File: src/rtl/nn_input_feeder.sv
// nn_input_feeder: buffers one host input vector and serves it to the network fill/req handshake
module nn_input_feeder #(
  parameter int N_INPUTS = 2,
  parameter int DATA_W   = 8,
  parameter int ADDR_W   = 1
) (
  input  logic              clk,
  input  logic              rst,
  input  logic              s_valid,
  input  logic [DATA_W-1:0] s_data,
  output logic              s_ready,
  output logic              net_rst,
  output logic              net_fill,
  input  logic              net_ack_fill,
  input  logic              net_rd_strobe,
  input  logic [ADDR_W-1:0] net_rd_addr,
  output logic [DATA_W-1:0] net_rd_data,
  output logic              net_req,
  input  logic              net_ack_network,
  output logic              done,
  output logic [15:0]       vec_count,
  output logic              addr_err
);
  typedef enum logic [1:0] {LOAD, NRST, FILL, RUN} state_t;
  state_t state_q, state_d;
  logic s_ready_q, s_ready_d, net_rst_q, net_rst_d, net_fill_q, net_fill_d;
  logic net_req_q, net_req_d, done_q, done_d, addr_err_q, addr_err_d;
  logic [DATA_W-1:0] rd_data_q, rd_data_d;
  logic [15:0] vec_count_q, vec_count_d;
  logic [ADDR_W-1:0] wr_cnt_q, wr_cnt_d;
  // sized to the full address space so any read index is a legal array index
  logic [DATA_W-1:0] mem_q [2**ADDR_W];
  logic [DATA_W-1:0] mem_d [2**ADDR_W];
  logic oor;
  assign oor = {1'b0, net_rd_addr} >= (ADDR_W+1)'(N_INPUTS);
  always_comb begin
    state_d     = state_q;
    s_ready_d   = s_ready_q;
    net_rst_d   = 1'b0;
    net_fill_d  = net_fill_q;
    net_req_d   = net_req_q;
    done_d      = 1'b0;
    addr_err_d  = addr_err_q;
    rd_data_d   = rd_data_q;
    vec_count_d = vec_count_q;
    wr_cnt_d    = wr_cnt_q;
    mem_d       = mem_q;
    case (state_q)
      LOAD: if (s_valid && s_ready_q) begin
        mem_d[wr_cnt_q] = s_data;
        if (wr_cnt_q == ADDR_W'(N_INPUTS - 1)) begin
          wr_cnt_d  = '0;
          s_ready_d = 1'b0;
          net_rst_d = 1'b1;
          state_d   = NRST;
        end else begin
          wr_cnt_d = wr_cnt_q + 1'b1;
        end
      end
      NRST: begin
        net_fill_d = 1'b1;
        state_d    = FILL;
      end
      FILL: begin
        if (net_rd_strobe) begin
          rd_data_d  = oor ? '0 : mem_q[net_rd_addr];
          addr_err_d = addr_err_q | oor;
        end
        if (net_ack_fill) begin
          net_fill_d = 1'b0;
          net_req_d  = 1'b1;
          state_d    = RUN;
        end
      end
      RUN: if (net_ack_network) begin
        net_req_d   = 1'b0;
        done_d      = 1'b1;
        vec_count_d = vec_count_q + 16'd1;
        s_ready_d   = 1'b1;
        state_d     = LOAD;
      end
      default: state_d = LOAD;
    endcase
  end
  always_ff @(posedge clk) begin
    if (rst) begin
      state_q     <= LOAD;
      s_ready_q   <= 1'b1;
      net_rst_q   <= 1'b0;
      net_fill_q  <= 1'b0;
      net_req_q   <= 1'b0;
      done_q      <= 1'b0;
      addr_err_q  <= 1'b0;
      rd_data_q   <= '0;
      vec_count_q <= '0;
      wr_cnt_q    <= '0;
    end else begin
      state_q     <= state_d;
      s_ready_q   <= s_ready_d;
      net_rst_q   <= net_rst_d;
      net_fill_q  <= net_fill_d;
      net_req_q   <= net_req_d;
      done_q      <= done_d;
      addr_err_q  <= addr_err_d;
      rd_data_q   <= rd_data_d;
      vec_count_q <= vec_count_d;
      wr_cnt_q    <= wr_cnt_d;
    end
  end
  always_ff @(posedge clk) mem_q <= mem_d;
  assign s_ready     = s_ready_q;
  assign net_rst     = net_rst_q;
  assign net_fill    = net_fill_q;
  assign net_req     = net_req_q;
  assign done        = done_q;
  assign addr_err    = addr_err_q;
  assign net_rd_data = rd_data_q;
  assign vec_count   = vec_count_q;
endmodule

File: config.mk
export PLATFORM = sky130hd
export DESIGN_NAME = nn_input_feeder
export DESIGN_NICKNAME = d
export VERILOG_FILES = /design/src/rtl/nn_input_feeder.sv
export SDC_FILE = /design/constraint.sdc
export NUM_CORES = 1
export LEC_CHECK = 0
export CORE_MARGIN = 3
export CORE_UTILIZATION = 53
export DETAILED_ROUTE_END_ITERATION = 16
export PLACE_DENSITY = 0.85
export SETUP_SLACK_MARGIN = 0.15
export SLEW_MARGIN = 20
export SYNTH_ARGS = -nofsm -noshare
export SYNTH_HDL_FRONTEND = slang
export SYNTH_SLANG_ARGS = --single-unit
File: constraint.sdc
create_clock -name clk -period 4.6 [get_ports clk]
set_input_delay 0.92 -clock clk [delete_from_list [all_inputs] [get_ports clk]]
set_output_delay 0.92 -clock clk [all_outputs]
set_load 0.01 [all_outputs]
=== Word level (Yosys, flattened, before mapping) ===
Cells that the tools add are included.

* Flip-flop bits (word level): 48
* Bits of input ports: 15
* Output and inout port bits: 30

* Add/subtract/negate cells: 2
* Magnitude comparators: 3
* Eq/ne operators: 7
* Mux-type cells: 23
* Bitwise logic cells: 5
* Reductions and logical operators: 15

{| class="wikitable"
|+ Operators with widths
! cell !! number
|-
| 2-to-1 mux 8 bit || 4
|-
| adder 16 x 1 -> 16 bit, second input constant || 1
|-
| bitwise mux 16 bit || 1
|-
| 2-to-1 mux 1 bit || 9
|-
| demux 8 bit (select 1 bit) || 1
|-
| 2-to-1 mux 2 bit || 4
|-
| != test 2 bit, second input constant || 4
|-
| case mux 2 bit (4 select lines) || 1
|-
| AND reduction 2 bit || 4
|-
| AND reduction 4 bit || 2
|-
| case mux 1 bit (2 select lines) || 3
|-
| nonzero test 2 bit || 3
|-
| equality test 2 bit, second input constant || 2
|-
| greater-or-equal comparator 2 bit, second input constant || 2
|-
| NOT 1 -> 2 bit || 2
|-
| NOT 1 bit || 3
|-
| AND reduction 3 bit || 1
|-
| OR reduction 3 bit || 1
|-
| equality test 2 x 1 -> 1 bit, second input constant || 1
|-
| logical AND 1 bit || 2
|-
| zero test 2 bit || 1
|-
| < comparator 2 x 1 -> 1 bit, second input constant || 1
|-
| OR reduction 2 bit || 1
|-
| adder 1 bit, second input constant || 1
|}

=== Depth between registers and ports, before layout ===
* Word-level depth: 6
* Depth in mapped cells: 7
* Depth with buffers taken out: 6

=== Worst setup path after synthesis ===
OpenSTA, ideal clock, no wires.

* Path type: input -> register
* From: input port net_ack_network
* To: register vec_count_q[12], in the netlist vec_count[12]
* Data arrival time: 1825 ps
* Required time: 4477 ps
* Setup slack: 2651 ps
* Cell stages on the path: 4
* Path buffers: 0
* Cells stage by stage: and4_4 nand2_2 nor4_1 mux2_1

* Longest elaborated chain between the ends: 1

{| class="wikitable"
|+ RTL lines
! what !! RTL line !! source
|-
| start, declared || 19 || <nowiki>input logic net_ack_network,</nowiki>
|-
| AND reduction 2 bit (no source line) || -- ||
|-
| end signal, assigned || 106 || <nowiki>vec_count_q <= vec_count_d;</nowiki>
|-
| end, declared || 29 || <nowiki>logic [15:0] vec_count_q, vec_count_d;</nowiki>
|}

No other way between the ends.
A chain may end at the register's enable or synchronous reset.

=== Final worst setup path ===
Ends and elaborated chain as after synthesis.

==> key figures <==
Global routing
  • Grt met2 use: 0.334
  • Overflow after GRT: 0
  • Gr usage total: 0.197
  • Number of global-route vias before repair: 1469
  • First-pass GRT wire length: 6.68 mm
  • Global Route met3 Usage: 0.0632
  • Fraction of met1 tracks used by global routing: 0.239
  • Antenna violations before repair: 0
  • Most crowded layer after global routing: met2
  • Pin count of the biggest net entering global routing: 37

Floorplan
  • Die X-Extent: 67.4 um
  • Area enclosed by the die boundary: 0.00455 mm^2
  • CORE AREA: 0.00349 mm^2
  • Overall die height: 67.4 um
  • I/O pin count: 45
  • Number of cell rows: 21
  • Initial Utilization: 0.572

Timing
  • Worst max-slew margin expressed relative to the limit: 0.544
  • Maximum clock frequency: 416 MHz
  • Final Critical Period: 2400 ps
  • Number of failing setup endpoints in the final timing report: 0
  • Setup total negative slack: 0 ps
  • Max-slew violation count: 0
  • Final worst slack: 2200 ps
  • Slew at the pin with the worst max-slew slack: 682 ps
  • Count of final hold-check violations: 0
  • Final setup skew: 6.48 ps
  • RSZ-0062 raised after global routing: no
  • Post-route clock period utilization: 0.523

Setup path
  • Arrival time worst endpoint: 2600 ps
  • Slowest cell on the critical path: sky130_fd_sc_hd__clkdlybuf4s50_1
  • Data required time at the worst endpoint: 4790 ps
  • Worst path cell trace: clkdlybuf4s50_1 -> and4_4 -> nand2_2 -> nor4_1 -> mux2_1
  • Startpoint type of the worst setup path: input port
  • Type of destination of the critical path: flip-flop
  • Worst path top cell family by delay: simple AND/OR/NAND/NOR gates
  • Path type of the worst setup path: input port to flip-flop
  • Max incr delay on CP: 650 ps
  • Largest driver fanout on the critical path: 8
  • Crit path buffers/inverters: 1

Final layout
  • Filler instances: 246
  • Sequential cell area: 0.00112 mm^2
  • Signed area change from the synthesized netlist to the final layout: 28.2%
  • Fraction of final layout cells sized beyond drive strength 1: 0.0749
  • Final standard cell utilization of the core: 0.734
  • Post-Layout Cell Count: 273
  • Footprint of the multi-input gates: 817 um^2
  • Antenna cells: 0
  • Final nets: 246

Clocking
  • Root Buffer Master: sky130_fd_sc_hd__clkbuf_8
  • Number of buffers inserted by hold repair at cts: 0
  • Clock tree buffer depth: 2
  • CTS tree: done
  • Clock slew at the register clock pins of the worst setup and hold paths: 90 ps
  • H-tree depth: 2
  • Total setup buffers inserted after CTS: 0
  • Clock buffer count from CTS: 5
  • CTS-repair resized insts: 0
  • Skew-Pair Late Insertion Delay: 300 ps
  • Clk sinks: 48

Drt
  • Count of unresolved DRC violations after routing: 0
  • Average routed wire per standard cell: 14.4 um
  • Drt initial violations: 116
  • Total wire length: 3.92 mm
  • ANT nets after route: 0
  • Vias/cell: 5.30
  • Via count: 1447
  • Detailed-router iteration count before antenna repair: 4

Outcome
  • Result of the run: complete, no violations

Logic synthesis
  • Top flip-flop cell by instance count after synthesis: sky130_fd_sc_hd__dfxtp_1
  • Post-synthesis instance total: 184
  • Share of synthesized flip-flops with an asynchronous set or reset: 0
  • Post-synthesis area per instance: 10.9 um^2
  • Number of warning messages in the yosys log: 0
  • Sequential cell area fraction in the yosys report: 0.561
  • Distinct cells, synth: 36
  • Net count after synthesis: 204
  • Seq cells post-synth: 48
  • Total standard cell area after synthesis: 0.00200 mm^2
  • Count of flip-flops with a built-in enable after synthesis: 16

Placement
  • IO Port Bufs: 43
  • Worst Setup Slack post-DPL: 1800 ps
  • Routability-driven placement congestion ratio: 0.793
  • Cell total after placement: 265
  • HPWL reported at the end of detailed placement: 2.79 mm

Power
  • Power density over cell area: 402 mW/mm^2
  • Worst vdd rail ir drop: 0.308 mV
  • Total leakage power: 0.958 nW

Worst hold path
  • Tightest Hold Check Type: flip-flop to flip-flop

Flow run
  • # Max-Cap Violations: 0
[where the power goes]
part | switching [W] | internal (W)
Clock | 0.000144 | 0.000164
Combinational | 0.000104 | 0.0000886
Sequential | 0.0000286 | 0.000502
[cells in the final DEF, fill, tap and decap left out, types with 7 or more instances in the layout]
master and n:
sky130_fd_sc_hd__edfxtp_1 16, sky130_fd_sc_hd__a211oi_1 8, sky130_fd_sc_hd__mux2i_1 9, sky130_fd_sc_hd__nor2_1 32, sky130_fd_sc_hd__nand3_1 13, sky130_fd_sc_hd__inv_1 7, sky130_fd_sc_hd__dfxtp_1 32, sky130_fd_sc_hd__xor2_1 8
sky130_fd_sc_hd__clkdlybuf4s50_1 42
[cell type report]
cell class                      count  area share
Sequential cell                    48       0.437
Multi-Input combinational cell    121       0.319
Timing Repair Buffer               43       0.166
Clock buffer                        5      0.0268
Tap cell                           46      0.0224
Clock inverter                      3      0.0185
Inverter                            7      0.0102
[Yosys cell counts (2+ instances only)]
| master | instances | share of area |
|---|---|---|
| sky130_fd_sc_hd__o21ai_0 | 3 | 0.0075 |
| sky130_fd_sc_hd__xor2_1 | 8 | 0.035 |
| sky130_fd_sc_hd__inv_1 | 7 | 0.013 |
| sky130_fd_sc_hd__nor2_1 | 32 | 0.060 |
| sky130_fd_sc_hd__xnor2_1 | 3 | 0.013 |
| sky130_fd_sc_hd__mux2i_1 | 9 | 0.045 |
| sky130_fd_sc_hd__nand2_1 | 5 | 0.0094 |
| sky130_fd_sc_hd__a21oi_1 | 5 | 0.013 |
| sky130_fd_sc_hd__nand4_1 | 3 | 0.0094 |
| sky130_fd_sc_hd__buf_1 | 2 | 0.0038 |
| sky130_fd_sc_hd__and2_1 | 2 | 0.0063 |
| sky130_fd_sc_hd__nor3_1 | 3 | 0.0075 |
| sky130_fd_sc_hd__a211oi_1 | 8 | 0.030 |
| sky130_fd_sc_hd__mux2_1 | 4 | 0.023 |
| sky130_fd_sc_hd__nand3_1 | 13 | 0.033 |
| sky130_fd_sc_hd__nor2b_1 | 4 | 0.013 |
| sky130_fd_sc_hd__ha_1 | 5 | 0.031 |
| sky130_fd_sc_hd__clkbuf_1 | 4 | 0.0075 |
| sky130_fd_sc_hd__edfxtp_1 | 16 | 0.24 |
| sky130_fd_sc_hd__dfxtp_1 | 32 | 0.32 |
[tightest hold or removal path: stages (launching register included)]
cell and delay, ps:
sky130_fd_sc_hd__dfxtp_1 330, sky130_fd_sc_hd__a22oi_1 70, sky130_fd_sc_hd__nor2_1 80
[sequential cells by signal (all words and copies together) (netlist names), 2 cells and up]
name         count
vec_count       16
net_rd_data      8
mem_q           16
state_q          2
[per-stage QoR]
stage | hold WS (ps) | cell area [um^2] | power (W)
after global placement | 490 | 2450 | 0.000720
after floorplan | 508 | 2000 | 0.000658
after CTS | 510 | 2570 | 0.00104
final | 506 | 2560 | 0.00103
after global routing | 549 | 2560 | 0.00109
after detailed placement | 492 | 2450 | 0.000735
[metal layers]
metal,part of all wire,up-vias
met5,0,-
met4,0.013,0
met3,0.047,5
met2,0.51,39
met1,0.43,677
li1,-,726
[cell families after synthesis]
kind of cell | Yosys count | synth area share
AO/OA/AOI/OAI | 18 | 0.0613
XOR/XNOR | 11 | 0.0482
adder cells (fa/ha/maj) | 5 | 0.0313
buffers and inverters | 15 | 0.0307
flip-flops | 48 | 0.561
multiplexers | 13 | 0.0676
other | 1 | 0.00188
AND/OR/NAND/NOR | 73 | 0.198
[final timing paths]
check	startpoint	to	depth (start not counted)	slack [ps]
worst max-delay path	net_ack_network	vec_count[12]	5	2200
worst min-delay path	net_fill	net_fill	2	510
worst max register to register	state_q[1]	vec_count[12]	5	2720
worst min register to register	net_fill	net_fill	2	510
Power figures use the tool's default switching activity.
